**config.mk**
```make
export PLATFORM = sky130hd
export DESIGN_NAME = mem_port_arbiter_flat
export DESIGN_NICKNAME = d
export VERILOG_FILES = /design/src/rtl/riscv_pkg.sv /design/src/rtl/mem_port_arbiter_if.sv /design/src/rtl/mem_port_arbiter_prio_select.sv /design/src/rtl/mem_port_arbiter.sv /design/src/flat_wrapper.sv
export SDC_FILE = /design/constraint.sdc
export NUM_CORES = 1
export LEC_CHECK = 0
export CAP_MARGIN = 40
export CORE_ASPECT_RATIO = 0.7
export CORE_MARGIN = 2
export CORE_UTILIZATION = 34
export CTS_CLUSTER_DIAMETER = 80
export DETAILED_ROUTE_END_ITERATION = 10
export HOLD_SLACK_MARGIN = 0.1
export PLACE_DENSITY_LB_ADDON = 0.12
export SKIP_LAST_GASP = 1
export SYNTH_ARGS = -nofsm -noshare
export SYNTH_HDL_FRONTEND = slang
export SYNTH_SLANG_ARGS = --single-unit
```
**constraint.sdc**
```tcl
create_clock -name clk -period 1.7 [get_ports clk]
set_input_delay 0.17 -clock clk [delete_from_list [all_inputs] [get_ports clk]]
set_output_delay 0.17 -clock clk [all_outputs]
set_load 0.005 [all_outputs]
```
**src/rtl/riscv_pkg.sv**
```systemverilog
// Shared types and constants for the data-memory port arbiter.
// Holds the FSM/owner enums and the latched transaction record.
package riscv_pkg;
   localparam int XLEN = 32;

   typedef enum logic [1:0] {ARB_IDLE, ARB_ISSUE, ARB_WAIT} arb_state_e;
   typedef enum logic {OWN_IF, OWN_LS} arb_owner_e;

   localparam logic [3:0] FETCH_BYTE_EN = 4'hF;

   // Fields captured at grant time and replayed on the memory bus in ISSUE.
   typedef struct packed {
      logic            we;
      logic [XLEN-1:0] addr;
      logic [XLEN-1:0] wdata;
      logic [3:0]      byte_en;
   } mem_txn_t;
endpackage

```
**src/rtl/mem_port_arbiter_if.sv**
```systemverilog
// Bundles the fetch, LSU and memory handshakes seen by the arbiter.
// slave: arbiter side; master: requesters and memory side.
interface mem_port_arbiter_if;
   import riscv_pkg::*;

   logic            if_req, if_gnt, if_rvalid, if_err;
   logic [XLEN-1:0] if_addr, if_rdata;
   logic            ls_req, ls_we, ls_gnt, ls_rvalid, ls_err;
   logic [XLEN-1:0] ls_addr, ls_wdata, ls_rdata;
   logic [3:0]      ls_byte_en;
   logic            mem_req, mem_we, mem_gnt, mem_rvalid;
   logic [XLEN-1:0] mem_addr, mem_wdata, mem_rdata;
   logic [3:0]      mem_byte_en;

   modport slave (
      input  if_req, if_addr, ls_req, ls_we, ls_addr, ls_wdata, ls_byte_en,
             mem_gnt, mem_rvalid, mem_rdata,
      output if_gnt, if_rvalid, if_rdata, if_err, ls_gnt, ls_rvalid, ls_rdata,
             ls_err, mem_req, mem_we, mem_addr, mem_wdata, mem_byte_en
   );

   modport master (
      output if_req, if_addr, ls_req, ls_we, ls_addr, ls_wdata, ls_byte_en,
             mem_gnt, mem_rvalid, mem_rdata,
      input  if_gnt, if_rvalid, if_rdata, if_err, ls_gnt, ls_rvalid, ls_rdata,
             ls_err, mem_req, mem_we, mem_addr, mem_wdata, mem_byte_en
   );
endinterface

```
**src/rtl/mem_port_arbiter_prio_select.sv**
```systemverilog
// Fixed LSU priority with a starvation override for fetch.
// Purely combinational; grants are mutually exclusive.
module arb_prio_select #(
   parameter int STARVE_LIMIT = 4,
   parameter int SW           = $clog2(STARVE_LIMIT + 1)
) (
   input  logic          if_req,
   input  logic          ls_req,
   input  logic [SW-1:0] starve_cnt,
   output logic          grant_if,
   output logic          grant_ls
);
   assign grant_if = if_req && (!ls_req || (starve_cnt == SW'(STARVE_LIMIT)));
   assign grant_ls = ls_req && !grant_if;
endmodule

```
**src/rtl/mem_port_arbiter.sv**
```systemverilog
// Single-outstanding arbiter sharing the data-memory port between fetch and LSU.
// A hung memory is converted into an error response after MAX_WAIT cycles.
module mem_port_arbiter
   import riscv_pkg::*;
#(
   parameter int STARVE_LIMIT = 4,
   parameter int MAX_WAIT     = 255
) (
   input  logic             clk,
   input  logic             reset,
   mem_port_arbiter_if.slave bus
);
   localparam int SW = $clog2(STARVE_LIMIT + 1);
   localparam int WW = $clog2(MAX_WAIT + 1);

   arb_state_e    r_state, w_next;
   arb_owner_e    r_owner;
   logic [SW-1:0] r_starve;
   logic [WW-1:0] r_wait;
   mem_txn_t      r_txn;

   logic w_sel_if, w_sel_ls, w_if_gnt, w_ls_gnt, w_issue, w_in_wait;
   logic w_rsp, w_rsp_err, w_timeout;

   arb_prio_select #(.STARVE_LIMIT(STARVE_LIMIT), .SW(SW)) u_sel (
      .if_req     (bus.if_req),
      .ls_req     (bus.ls_req),
      .starve_cnt (r_starve),
      .grant_if   (w_sel_if),
      .grant_ls   (w_sel_ls)
   );

   // Reset gates every output so nothing leaks during the reset cycle.
   assign w_if_gnt  = (r_state == ARB_IDLE) && !reset && w_sel_if;
   assign w_ls_gnt  = (r_state == ARB_IDLE) && !reset && w_sel_ls;
   assign w_issue   = (r_state == ARB_ISSUE) && !reset;
   assign w_in_wait = (r_state == ARB_WAIT) && !reset;
   assign w_timeout = (r_wait == WW'(MAX_WAIT - 1));
   assign w_rsp     = w_in_wait && (bus.mem_rvalid || w_timeout);
   assign w_rsp_err = !bus.mem_rvalid;

   always_comb begin
      w_next = r_state;
      case (r_state)
         ARB_IDLE:  if (w_sel_if || w_sel_ls) w_next = ARB_ISSUE;
         ARB_ISSUE: if (bus.mem_gnt)          w_next = ARB_WAIT;
         ARB_WAIT:  if (bus.mem_rvalid || w_timeout) w_next = ARB_IDLE;
         default:   w_next = ARB_IDLE;
      endcase
   end

   always_ff @(posedge clk) begin
      if (reset) begin
         r_state  <= ARB_IDLE;
         r_owner  <= OWN_IF;
         r_starve <= '0;
         r_wait   <= '0;
         r_txn    <= '0;
      end else begin
         r_state <= w_next;
         if (w_if_gnt) begin
            r_owner  <= OWN_IF;
            r_txn    <= '{we: 1'b0, addr: bus.if_addr, wdata: '0, byte_en: FETCH_BYTE_EN};
            r_starve <= '0;
         end else if (w_ls_gnt) begin
            r_owner <= OWN_LS;
            r_txn   <= '{we: bus.ls_we, addr: bus.ls_addr, wdata: bus.ls_wdata,
                         byte_en: bus.ls_byte_en};
            // Count LSU wins only while fetch is actually waiting; saturate at the limit.
            if (!bus.if_req)                         r_starve <= '0;
            else if (r_starve != SW'(STARVE_LIMIT))  r_starve <= r_starve + SW'(1);
         end
         if (w_issue && bus.mem_gnt) r_wait <= '0;
         else if (w_in_wait)         r_wait <= r_wait + WW'(1);
      end
   end

   assign bus.if_gnt      = w_if_gnt;
   assign bus.ls_gnt      = w_ls_gnt;
   assign bus.mem_req     = w_issue;
   assign bus.mem_we      = w_issue && r_txn.we;
   assign bus.mem_addr    = w_issue ? r_txn.addr    : '0;
   assign bus.mem_wdata   = w_issue ? r_txn.wdata   : '0;
   assign bus.mem_byte_en = w_issue ? r_txn.byte_en : '0;

   assign bus.if_rvalid = w_rsp && (r_owner == OWN_IF);
   assign bus.if_err    = bus.if_rvalid && w_rsp_err;
   assign bus.if_rdata  = (bus.if_rvalid && !w_rsp_err) ? bus.mem_rdata : '0;
   assign bus.ls_rvalid = w_rsp && (r_owner == OWN_LS);
   assign bus.ls_err    = bus.ls_rvalid && w_rsp_err;
   assign bus.ls_rdata  = (bus.ls_rvalid && !w_rsp_err) ? bus.mem_rdata : '0;
endmodule

```
**src/flat_wrapper.sv**
```systemverilog
// flat-port wrapper written by rule: the top's interface ports become plain ports
module mem_port_arbiter_flat import riscv_pkg::*;
#(
   parameter int STARVE_LIMIT = 4,
   parameter int MAX_WAIT     = 255
)
  (clk, reset, bus_if_req, bus_if_addr, bus_ls_req, bus_ls_we, bus_ls_addr, bus_ls_wdata, bus_ls_byte_en, bus_mem_gnt, bus_mem_rvalid, bus_mem_rdata, bus_if_gnt, bus_if_rvalid, bus_if_rdata, bus_if_err, bus_ls_gnt, bus_ls_rvalid, bus_ls_rdata, bus_ls_err, bus_mem_req, bus_mem_we, bus_mem_addr, bus_mem_wdata, bus_mem_byte_en);
  mem_port_arbiter_if bus_i ();
  input  logic clk;
  input  logic reset;
  input wire logic [$bits(bus_i.if_req)-1:0] bus_if_req;
  input wire logic [$bits(bus_i.if_addr)-1:0] bus_if_addr;
  input wire logic [$bits(bus_i.ls_req)-1:0] bus_ls_req;
  input wire logic [$bits(bus_i.ls_we)-1:0] bus_ls_we;
  input wire logic [$bits(bus_i.ls_addr)-1:0] bus_ls_addr;
  input wire logic [$bits(bus_i.ls_wdata)-1:0] bus_ls_wdata;
  input wire logic [$bits(bus_i.ls_byte_en)-1:0] bus_ls_byte_en;
  input wire logic [$bits(bus_i.mem_gnt)-1:0] bus_mem_gnt;
  input wire logic [$bits(bus_i.mem_rvalid)-1:0] bus_mem_rvalid;
  input wire logic [$bits(bus_i.mem_rdata)-1:0] bus_mem_rdata;
  output wire logic [$bits(bus_i.if_gnt)-1:0] bus_if_gnt;
  output wire logic [$bits(bus_i.if_rvalid)-1:0] bus_if_rvalid;
  output wire logic [$bits(bus_i.if_rdata)-1:0] bus_if_rdata;
  output wire logic [$bits(bus_i.if_err)-1:0] bus_if_err;
  output wire logic [$bits(bus_i.ls_gnt)-1:0] bus_ls_gnt;
  output wire logic [$bits(bus_i.ls_rvalid)-1:0] bus_ls_rvalid;
  output wire logic [$bits(bus_i.ls_rdata)-1:0] bus_ls_rdata;
  output wire logic [$bits(bus_i.ls_err)-1:0] bus_ls_err;
  output wire logic [$bits(bus_i.mem_req)-1:0] bus_mem_req;
  output wire logic [$bits(bus_i.mem_we)-1:0] bus_mem_we;
  output wire logic [$bits(bus_i.mem_addr)-1:0] bus_mem_addr;
  output wire logic [$bits(bus_i.mem_wdata)-1:0] bus_mem_wdata;
  output wire logic [$bits(bus_i.mem_byte_en)-1:0] bus_mem_byte_en;
  assign bus_i.if_req = bus_if_req;
  assign bus_i.if_addr = bus_if_addr;
  assign bus_i.ls_req = bus_ls_req;
  assign bus_i.ls_we = bus_ls_we;
  assign bus_i.ls_addr = bus_ls_addr;
  assign bus_i.ls_wdata = bus_ls_wdata;
  assign bus_i.ls_byte_en = bus_ls_byte_en;
  assign bus_i.mem_gnt = bus_mem_gnt;
  assign bus_i.mem_rvalid = bus_mem_rvalid;
  assign bus_i.mem_rdata = bus_mem_rdata;
  assign bus_if_gnt = bus_i.if_gnt;
  assign bus_if_rvalid = bus_i.if_rvalid;
  assign bus_if_rdata = bus_i.if_rdata;
  assign bus_if_err = bus_i.if_err;
  assign bus_ls_gnt = bus_i.ls_gnt;
  assign bus_ls_rvalid = bus_i.ls_rvalid;
  assign bus_ls_rdata = bus_i.ls_rdata;
  assign bus_ls_err = bus_i.ls_err;
  assign bus_mem_req = bus_i.mem_req;
  assign bus_mem_we = bus_i.mem_we;
  assign bus_mem_addr = bus_i.mem_addr;
  assign bus_mem_wdata = bus_i.mem_wdata;
  assign bus_mem_byte_en = bus_i.mem_byte_en;
  mem_port_arbiter #(.STARVE_LIMIT(STARVE_LIMIT), .MAX_WAIT(MAX_WAIT)) u_core (.clk(clk), .reset(reset), .bus(bus_i));
endmodule
```
After elaboration in Yosys (flattened, before gate mapping). Cells that the tools add are included.

$add $sub $neg: 2. Eq/ne operators: 9. Muxes and demuxes: 13. Bitwise logic cells: 1. Reductions and logical operators: 29.

Operator list (count): $mux 68 (2); $mux 32 (4); $logic_and 1x1->1 (16); $add 8x1->8 const B (1); $eq 8x8->1 const B (1); $mux 2 (3); $mux 3 (2); $ne 2x2->1 const B (3); $pmux 2 s3 (1); $logic_not 1->1 (4); $mux 4 (1); $reduce_or 2->1 (2); $add 3x1->3 const B (1); $eq 3x3->1 const B (1); $logic_or 1x1->1 (3); $ne 3x3->1 const B (1); $reduce_and 3->1 (1); $eq 2x1->1 const B (1); $eq 2x2->1 const B (1); $logic_not 2->1 (1); $ne 2x1->1 const B (1); $reduce_and 2->1 (1); $reduce_bool 2->1 (1); $not 1->1 (1).

Bits in registers: 83. Word-level logic and storage cells: 62.

Longest topological paths before layout. Gate-level depths: netlist of run 1.

Depth in word-level cells: 8. Gate-level depth with buffers: 7. Gate-level depth less buffers: 5.

Cells and area by module. From an unflattened synthesis of run 1, not the netlist that was laid out.

Cell total of the unflattened synthesis: 620. Area total of the unflattened synthesis: 4644.5 um^2.

Modules (own cells, without submodules): mem_port_arbiter (times used 1, cells each 616, area an instance 4619.4 um^2, sequential area each 1661.6 um^2); arb_prio_select (times used 1, cells each 4, area an instance 25.0 um^2, sequential area each 0.0 um^2).

Worst setup path before layout of run 1. No wires, ideal clock.

Kind: register to output. From: register u_core.r_state[0]. To: output bus_if_rdata[10]. Arrival time: 1.554 ns. Required time: 1.530 ns. Path slack: -0.024 ns. Stages on the path, launching flop included: 7. Path buffers: 3. Cells stage by stage: dfxtp_1 -> buf_6 -> or3b_1 -> buf_2 -> nor3b_2 -> clkbuf_1 -> and2_1.

Word-level cells in the longest chain between the ends: 6.

Ends and longest elaborated chain: from (decl) (RTL line mem_port_arbiter.sv:16) `arb_state_e r_state, w_next;`; from (signal assigned) (RTL line mem_port_arbiter.sv:60) `r_state <= w_next;`; $eq 2x2->1 (RTL line mem_port_arbiter.sv:37) `assign w_in_wait = (r_state == ARB_WAIT) && !reset;`; $logic_and 1x1->1 (RTL line mem_port_arbiter.sv:37); $logic_and 1x1->1 (RTL line mem_port_arbiter.sv:39) `assign w_rsp = w_in_wait && (bus.mem_rvalid || w_timeout);`; $logic_and 1x1->1 (RTL line mem_port_arbiter.sv:86) `assign bus.if_rvalid = w_rsp && (r_owner == OWN_IF);`; $logic_and 1x1->1 (RTL line mem_port_arbiter.sv:88) `assign bus.if_rdata = (bus.if_rvalid && !w_rsp_err) ? bus.mem_rdata : '0;`; $mux 32 (RTL line mem_port_arbiter.sv:88); to (decl) (RTL line flat_wrapper.sv:23) `output wire logic [$bits(bus_i.if_rdata)-1:0] bus_if_rdata;`.

Every way passes these cells.

Worst setup path in the final report of run 1.
From: register u_core.r_state[0]. To: output bus_if_rdata[12].

Same word-level chain as after synthesis.

==> results of run 1 <==
worst min path at each step:
stage	start	endpoint	slack (ps)	cells past startpoint
final	bus_ls_we	u_core.r_txn[68]$_SDFFE_PP0P_	390	3
after global placement	u_core.r_txn[5]$_SDFFE_PP0P_	u_core.r_txn[5]$_SDFFE_PP0P_	450	2
after CTS	bus_ls_we	u_core.r_txn[68]$_SDFFE_PP0P_	370	3
after floorplan	bus_mem_gnt	u_core.r_state[0]$_SDFFE_PP0P_	280	1
after global routing	bus_ls_we	u_core.r_txn[68]$_SDFFE_PP0P_	380	3
after detailed placement	u_core.r_txn[18]$_SDFFE_PP0P_	u_core.r_txn[18]$_SDFFE_PP0P_	460	2
metal layers:
metal,vias to the layer above,global-route usage (%)
li1,2821,-
met1,3040,33.94
met2,266,43.05
met3,47,5.437
met4,2,7.540
met5,-,0
sequential cells by signal, summed over array words and instances (netlist names):
signal / cells
u_core.r_txn: 69
u_core.r_state: 2
u_core.r_wait: 8
u_core.r_starve: 3
u_core.r_owner: 1
per-stage QoR:
step                util, %  instance area (µm²)  cells
floorplan                 -                 4588    598
CTS                   66.07                 8708   1097
finish                75.39                 9937   1141
global route          75.39                 9937   1141
detailed placement    59.62                 7859   1051
global placement      59.62                 7859   1051
power by group:
group / internal (µW) / switching, µW / leakage [µW] / total (µW)
clock: 1190 / 844 / 0.000154 / 2040
sequential: 2080 / 88.2 / 0.000680 / 2170
combinational: 933 / 659 / 0.00349 / 1590
cell usage in the layout, fill, tap and decap left out, types with 15 or more instances in the layout:
master / count
o21ai_1: 17
clkbuf_16: 19
nor3_1: 15
nand3_1: 79
buf_6: 130
o211ai_1: 15
clkbuf_2: 17
a21oi_2: 36
clkdlybuf4s50_1: 137
buf_4: 53
dfxtp_1: 80
and2_4: 100
a31oi_1: 35
dlymetal6s2s_1: 18
o21ai_0: 36
and2_1: 33
tightest hold or removal path, stage by stage:
cell and delay (ps):
clkdlybuf4s50_1 390, nand3_1 80, a21oi_2 50
logic make-up after synthesis:
| kind of cell | after synthesis | share of synthesized area, % |
|---|---|---|
| adders and majority gates | 4 | 1.091 |
| xor gates and xnor gates | 2 | 0.3819 |
| buffers and inverters | 69 | 6.627 |
| and+or+nand+nor | 281 | 35.61 |
| AOI/OAI and AO/OA | 157 | 19.63 |
| DFF | 83 | 36.21 |
| muxes | 2 | 0.4363 |
repair_timing:
| action | CTS | global route |
|---|---|---|
| cloned | 7 | 17 |
| gates resized for setup | 319 | 486 |
| endpoints found under the setup margin | 208 | 211 |
| pin swaps | 20 | 103 |
| buffers inserted | 23 | 33 |
cell type report:
cell class,count,share of cell area (%)
clock inverter,6,0.7051
inverter,6,0.2266
timing repair buffer,405,44.51
sequential,83,16.81
tap,185,2.329
multi-input combinational,446,33.01
clock buffer,10,2.405
==> impl_metrics.ini, run 1 <==
[status]
status = finished, violations left
violations = setup timing

[logic_synthesis]
yosysMostFrequentCell = and2_1
synth_seq_cells = 83
synth_top_area_cell = dfxtp_1
syn_inst = 598
synth_warnings = 0
synth_ff_type = dfxtp_1
yosys-top-cells-count = and2_1 (133), nand3_1 (92), dfxtp_1 (83)
netlist_area_um2 = 4588
yosysTopAreaCellShare_pct = 36.21
yosys-top-cells-area = dfxtp_1 (36%), and2_1 (18%), nand3_1 (10%), o21ai_0 (5.8%), a31oi_1 (5.0%)
synth_nets = 741
synth-async-reset-ratio_pct = 0
ys_types = 41
ys_seq_area_share_pct = 36.21
synth_edf_count = 0
postSynthAreaPerCell_um2 = 7.672

[timing]
finClkSkew_ps = 11.38
setup_viol = 219
slew_headroom_pct = 76.24
max_freq_mhz = 462.3
slew_violations = 0
rsz0062_at_grt = yes
finalCriticalPeriod_ps = 2163
hold_violations = 0
fin_crit_sh_pct = 127.2
setup_slack_ps = -462.9
tightest_slew_ps = 352.7
holdWs_ps = 390.8
setup_tns_ps = -55700

[final_layout]
layout-drive-gt1-share_pct = 46.86
areaGrowthSynthToFinish_pct = 116.6
regArea_um2 = 1670
multi_input_area_um2 = 3281
diodes = 0
nFillCells = 938
nNetsFinal = 1094

[global_routing]
antenna_found_initial = 1
grt_overflow_total = 0
grt_max_degree = 57
grt_pass1_vias = 5865
grt_pass1_wl_um = 29910
track_usage_pct = 25.78

[clocking]
clkLatencyLatePin_ps = 340
clkTransAtPathRegs_ps = 70
numCtsBuffers = 9
cts_htree_levels = 3
hold_buffers = 0
cts.sinks = 83
clock_path_buffers = 2
clock-root-buffer = clkbuf_16
cts_tree = done

[detailed_routing]
wl_met2_um = 11110
vias_per_cell = 5.413
post_drt_wl_per_cell_um = 19.65
dr_total_vias = 6176
wl_met1_um = 9487
antenna_left = 0
drt-total-wl_um = 22420
highest_layer = met5
drc = 0
dr_wl_met3_um = 1305
drt_iter0_markers = 309
first_pass_iters = 4

[setup_path]
crit_type = reg2out
crit_chain = or3b_4 -> nor3b_4 -> buf_6 -> buf_16 -> buf_12 -> and2_1 -> buf_2
cp-startpoint = u_core.r_state[0]$_SDFFE_PP0P_
critical_path_required_ps = 1530
crit_family = simple AND/OR/NAND/NOR gates
rr_worst_depth = 5
r2r_slack_ps = -350
critPathMaxFanout = 5
cp-start-kind = flop
worstPathArrival_ps = 1990
cpMaxStageDelayCell = or3b_4
critPathMaxStageDelay_ps = 400
cp.buffers_inverters = 4
reg2reg_to = u_core.r_txn[10]$_SDFFE_PP0P_
critPathCapture = bus_if_rdata[12]
endpoint_kind = primary output
crit_cells = 7
r2r_start = u_core.r_state[1]$_SDFFE_PP0P_

[floorplanning]
design.core.area_um2 = 13180
die_w_um = 142.8
start_util_pct = 34.81
rows = 35
dieHeight_um = 101.2
die_area_um2 = 14450
io_pins = 279

[power]
p_total_uw = 5803
leakagePower_uw = 0.004325
ir_drop_v = 0.0005249
p_per_area_nw_per_um2 = 584.0

[flow_run]
max_cap_viol_count = 0

[placed_design]
pre_cts_ws_ps = -580.1
place_congestion = 0.8010
portBuffers = 278
hpwl_um = 12650

[min_path]
hold_path_class = in2reg
Power figures use the tool's default switching activity.
==> run 2: changes to the inputs <==
--- a/config.mk
+++ b/config.mk
@@ -8,11 +8,11 @@
 export CAP_MARGIN = 40
 export CORE_ASPECT_RATIO = 0.7
 export CORE_MARGIN = 2
-export CORE_UTILIZATION = 34
+export CORE_UTILIZATION = 35
+export CTS_BUF_LIST = sky130_fd_sc_hd__clkbuf_8
 export CTS_CLUSTER_DIAMETER = 80
 export DETAILED_ROUTE_END_ITERATION = 10
-export HOLD_SLACK_MARGIN = 0.1
-export PLACE_DENSITY_LB_ADDON = 0.12
+export PLACE_DENSITY_LB_ADDON = 0.3
 export SKIP_LAST_GASP = 1
 export SYNTH_ARGS = -nofsm -noshare
 export SYNTH_HDL_FRONTEND = slang
==> impl_metrics.ini, run 2 (synthesis results as in run 1) <==
[clocking]
cts_htree_levels = 3
cts.sinks = 83
clkLatencyLatePin_ps = 370
clock_path_buffers = 2
numCtsBuffers = 9
clkTransAtPathRegs_ps = 90
clock-root-buffer = clkbuf_8
hold_buffers = 0
cts_tree = done

[final_layout]
nNetsFinal = 1085
final_common_cell = clkdlybuf4s50_1
largest_reg_flops = 69
largest_register = u_core.r_txn
nFillCells = 815
final_cell_mix = clkdlybuf4s50_1 (138), buf_6 (120), and2_4 (97), dfxtp_1 (80), nand3_1 (76)
top_regs = u_core.r_txn (69), u_core.r_wait (8), u_core.r_starve (3)
layout-drive-gt1-share_pct = 44.46
areaGrowthSynthToFinish_pct = 108.6

[setup_path]
critPathMaxStageDelay_ps = 410
r2r_slack_ps = -170
r2r_start = u_core.r_state[0]$_SDFFE_PP0P_
worstPathArrival_ps = 2070
cp-start-kind = flop
cp-startpoint = u_core.r_state[1]$_SDFFE_PP0P_
cpMaxStageDelayCell = or3b_4
critical_path_required_ps = 1530
endpoint_kind = primary output
critPathMaxFanout = 6
reg2reg_to = u_core.r_txn[41]$_SDFFE_PP0P_
crit_chain = or3b_4 -> nor3b_4 -> buf_6 -> buf_12 -> buf_12 -> buf_8 -> and2_4 -> buf_6
rr_worst_depth = 7
crit_type = reg2out

[global_routing]
track_usage_pct = 28.99
grt_pass1_wl_um = 32170
grt_pass1_vias = 6039
grt_overflow_total = 0
grt_max_degree = 57
antenna_found_initial = 3

[timing]
hold_violations = 0
rsz0062_at_grt = yes
slew_headroom_pct = 68.26
setup_viol = 196
fin_crit_sh_pct = 131.6
max_freq_mhz = 446.9
setup_slack_ps = -537.7
finClkSkew_ps = 4.740
tightest_slew_ps = 476.1
finalCriticalPeriod_ps = 2238
holdWs_ps = 359.8
slew_violations = 0

[placed_design]
portBuffers = 278
hpwl_um = 13270
place_congestion = 0.8327

[floorplanning]
start_util_pct = 36.44
design.core.area_um2 = 12590
io_pins = 279
rows = 34
die_area_um2 = 14060
dieHeight_um = 99.80
die_w_um = 140.8

[detailed_routing]
post_drt_wl_per_cell_um = 21.42
drc = 0
first_pass_iters = 5
dr_total_vias = 6256
drt-total-wl_um = 23820
drt_iter0_markers = 466
antenna_left = 0
vias_per_cell = 5.626

[min_path]
holdPathStages = 3
hold_path_class = in2reg
holdPathEnd = u_core.r_txn[19]$_SDFFE_PP0P_
min_from = bus_ls_wdata[15]

[status]
violations = setup timing
status = finished, violations left

[flow_run]
max_cap_viol_count = 0

[power]
p_per_area_nw_per_um2 = 531.1
ir_drop_v = 0.0003713
leakagePower_uw = 0.003934
p_total_uw = 5083
## run 2: layout make-up
cell class / instances / area [µm²] / share of cell area [%]
Clock inverter: 7 / 53.80 / 0.5622
Clock buffer: 9 / 123.9 / 1.294
Antenna cell: 3 / 7.507 / 0.07844
Timing Repair Buffer: 396 / 4352 / 45.47
Tap cell: 162 / 202.7 / 2.118
Multi-Input combinational cell: 446 / 3143 / 32.84
Inverter: 6 / 22.52 / 0.2353
Sequential cell: 83 / 1665 / 17.40
## run 2: report_power, final
group          total [µW]  switching (µW)  internal (µW)
Clock                1330             790            537
Sequential           2170            83.9           2080
Combinational        1590             659            930
## run 2: what timing repair did
action	4_1_cts	5_1_grt
gates resized for setup	669	190
endpoints found under the hold margin	0	0
endpoints found under the setup margin	201	216
gates cloned	15	10
setup buffers	42	16
pin swaps	54	73
## run 2: worst max-delay path by stage
stage / to / cells past startpoint / slack, ps
after floorplan: bus_if_rdata[10] / 6 / -20
after global placement: bus_mem_addr[0] / 7 / -600
after detailed placement: bus_if_rdata[9] / 6 / -600
after CTS: bus_if_rdata[4] / 8 / -480
after global routing: bus_if_rdata[7] / 8 / -600
final: bus_if_rdata[4] / 8 / -540
## run 2: layer usage
layer | GRT usage (%) | vias to the layer above | wire (µm)
met5 | 0 | - | 0
met4 | 9.769 | 0 | 707
met3 | 7.061 | 58 | 2010
met2 | 51.89 | 359 | 12000
met1 | 34.36 | 3029 | 9100
li1 | - | 2810 | -
## run 2: per-stage QoR
stage / area [µm²] / cells / util [%] / TNS [ps] / setup slack, ps
final: 9570 / 1112 / 76.00 / -57280 / -537.7
after global placement: 7815 / 1026 / 62.06 / -106020 / -597.2
after floorplan: 4588 / 598 / - / -708.6 / -23.62
after detailed placement: 7815 / 1026 / 62.06 / -109170 / -603.5
after CTS: 8962 / 1097 / 71.17 / -62490 / -479.3
after global routing: 9570 / 1112 / 76.00 / -68450 / -600.3
## run 2: worst max-delay path, delay by kind of cell, from the launching register on
kind	cells	cell delay, ps
buf+inv	5	560
flops	1	370
simple gates	3	770
==> run 3: changes to the inputs <==
--- a/config.mk
+++ b/config.mk
@@ -6,14 +6,16 @@
 export NUM_CORES = 1
 export LEC_CHECK = 0
 export CAP_MARGIN = 40
-export CORE_ASPECT_RATIO = 0.7
-export CORE_MARGIN = 2
-export CORE_UTILIZATION = 35
+export CORE_AREA = 2 2 108 110
 export CTS_BUF_LIST = sky130_fd_sc_hd__clkbuf_8
 export CTS_CLUSTER_DIAMETER = 80
 export DETAILED_ROUTE_END_ITERATION = 10
+export DIE_AREA = 0 0 110 112
+export DONT_BUFFER_PORTS = 1
+export HOLD_SLACK_MARGIN = 0.06
 export PLACE_DENSITY_LB_ADDON = 0.3
 export SKIP_LAST_GASP = 1
+export SLEW_MARGIN = 20
 export SYNTH_ARGS = -nofsm -noshare
 export SYNTH_HDL_FRONTEND = slang
 export SYNTH_SLANG_ARGS = --single-unit
==> impl_metrics.ini, run 3 (synthesis results as in run 1) <==
[final_layout]
areaGrowthSynthToFinish_pct = 62.53
nFillCells = 819
largest_reg_flops = 69
top_regs = u_core.r_txn (69), u_core.r_wait (8), u_core.r_starve (3)
largest_register = u_core.r_txn
diodes = 0
layout-drive-gt1-share_pct = 36.01
finish.instance_area_um2 = 7457
final_cell_mix = and2_4 (120), dlygate4sd3_1 (104), nand3_1 (91), dfxtp_1 (78), a21oi_1 (40)
final_common_cell = and2_4
nNetsFinal = 874

[power]
p_per_area_nw_per_um2 = 702.4
leakagePower_uw = 0.002859
ir_drop_v = 0.0004772
p_total_uw = 5238

[clocking]
cts_htree_levels = 3
clkTransAtPathRegs_ps = 80
clock-root-buffer = clkbuf_8
clkLatencyLatePin_ps = 370
clock_path_buffers = 2
cts.sinks = 83
cts_tree = done
numCtsBuffers = 9

[setup_path]
cpMaxStageDelayCell = or3b_4
crit_type = reg2out
worstPathArrival_ps = 1790
rr_worst_depth = 6
critPathMaxStageDelay_ps = 410
cp-start-kind = flop
critPathMaxFanout = 16
crit_chain = or3b_4 -> nor3b_4 -> buf_6 -> and2_1
endpoint_kind = primary output
critical_path_required_ps = 1530

[detailed_routing]
drt-total-wl_um = 20210
drt_iter0_markers = 520
antenna_left = 0
first_pass_iters = 5
highest_layer = met4
drc = 0
wl_met1_um = 8144
vias_per_cell = 6.107
dr_total_vias = 5368
wl_met2_um = 10140
post_drt_wl_per_cell_um = 22.99
dr_wl_met3_um = 1365

[min_path]
hold_path_class = in2reg
holdPathStages = 3

[timing]
slew_violations = 0
max_freq_mhz = 510.9
finClkSkew_ps = 10.86
hold_violations = 0
setup_viol = 160
finalCriticalPeriod_ps = 1957
tightest_slew_ps = 362.3
slew_headroom_pct = 75.84
setup_slack_ps = -257.3
rsz0062_at_grt = yes
fin_crit_sh_pct = 115.1

[placed_design]
post_dp_cell_area_um2 = 4807
pre_cts_ws_ps = -46.15
portBuffers = 0
hpwl_um = 9994
place_congestion = 0.7786

[global_routing]
antenna_found_initial = 0
track_usage_pct = 28.12
grt_max_degree = 40
grt_pass1_wl_um = 26590
grt_overflow_total = 0
grt_pass1_vias = 5177

[floorplanning]
io_pins = 279
die_w_um = 110
start_util_pct = 41.06
rows = 39
dieHeight_um = 112
die_area_um2 = 12320
design.core.area_um2 = 11170

[flow_run]
max_cap_viol_count = 0

[status]
status = finished, violations left
violations = setup timing
[run 3: changes by cell type in the layout (fill, tap and decap cells not counted), moves of 7 or more]
cell / change
and2_1: -23
clkdlybuf4s15_2: -10
and2_4: +23
nand3_1: +15
buf_16: -7
clkdlybuf4s50_1: -138
buf_6: -101
buf_4: -10
dlygate4sd3_1: +104
clkdlybuf4s15_1: -8
buf_2: -30
nand3_2: -15
[run 3: metal layers]
metal	vias up	GRT usage [%]
li1	2388	-
met1	2618	34.42
met2	305	46.22
met3	57	6.674
met4	0	12.66
met5	-	0
[run 3: path summary, 6_finish.rpt]
| path | startpoint | end | slack [ps] |
|---|---|---|---|
| worst max-delay path | u_core.r_state[1]$_SDFFE_PP0P_ | bus_if_rdata[2] | -260 |
| worst min-delay path | reset | u_core.r_wait[6]$_SDFFE_PP0N_ | 110 |
| worst max register to register | u_core.r_state[1]$_SDFFE_PP0P_ | u_core.r_wait[5]$_SDFFE_PP0N_ | -170 |
| worst min register to register | u_core.r_txn[15]$_SDFFE_PP0P_ | u_core.r_txn[15]$_SDFFE_PP0P_ | 470 |
[run 3: critical path: cells and delay by family, from the launching register on]
kind / cells / cell delay, ps
buffers and inverters: 1 / 220
AND/OR/NAND/NOR: 3 / 830
flip-flops: 1 / 380
[run 3: timing repair]
| item | in CTS | in global routing |
|---|---|---|
| endpoints found under the setup margin | 157 | 198 |
| endpoints found under the hold margin | 74 | 0 |
| gates resized for setup | 67 | 163 |
| setup buffers | 23 | 17 |
| pin swaps | 6 | 67 |
| hold buffers | 104 | 0 |
| gates cloned | 8 | 11 |
[run 3: per-stage QoR]
stage	TNS [ps]	util [%]	hold WS, ps	instances
2_1_floorplan	-708.6	-	283.8	598
3_3_place_gp	0	43.02	244.6	705
3_5_place_dp	-73.44	43.02	247.4	705
4_1_cts	-24180	60.36	101.8	855
5_1_grt	-28680	66.73	133.1	879
6_report	-21650	66.73	111.2	879
[run 3: power breakdown]
part	internal (µW)	switching [µW]
Combinational	674	548
Sequential	2080	96.5
Clock	1090	740
Total	3850	1390
[run 3: layout make-up]
| cell class | count | area [µm²] | share of cell area, % |
|---|---|---|---|
| tap | 143 | 178.9 | 2.399 |
| timing repair buffer | 185 | 2181 | 29.24 |
| clock inverter | 4 | 95.09 | 1.275 |
| sequential | 83 | 1673 | 22.43 |
| clock buffer | 12 | 165.2 | 2.215 |
| multi-input combinational | 446 | 3142 | 42.13 |
| inverter | 6 | 22.52 | 0.3020 |
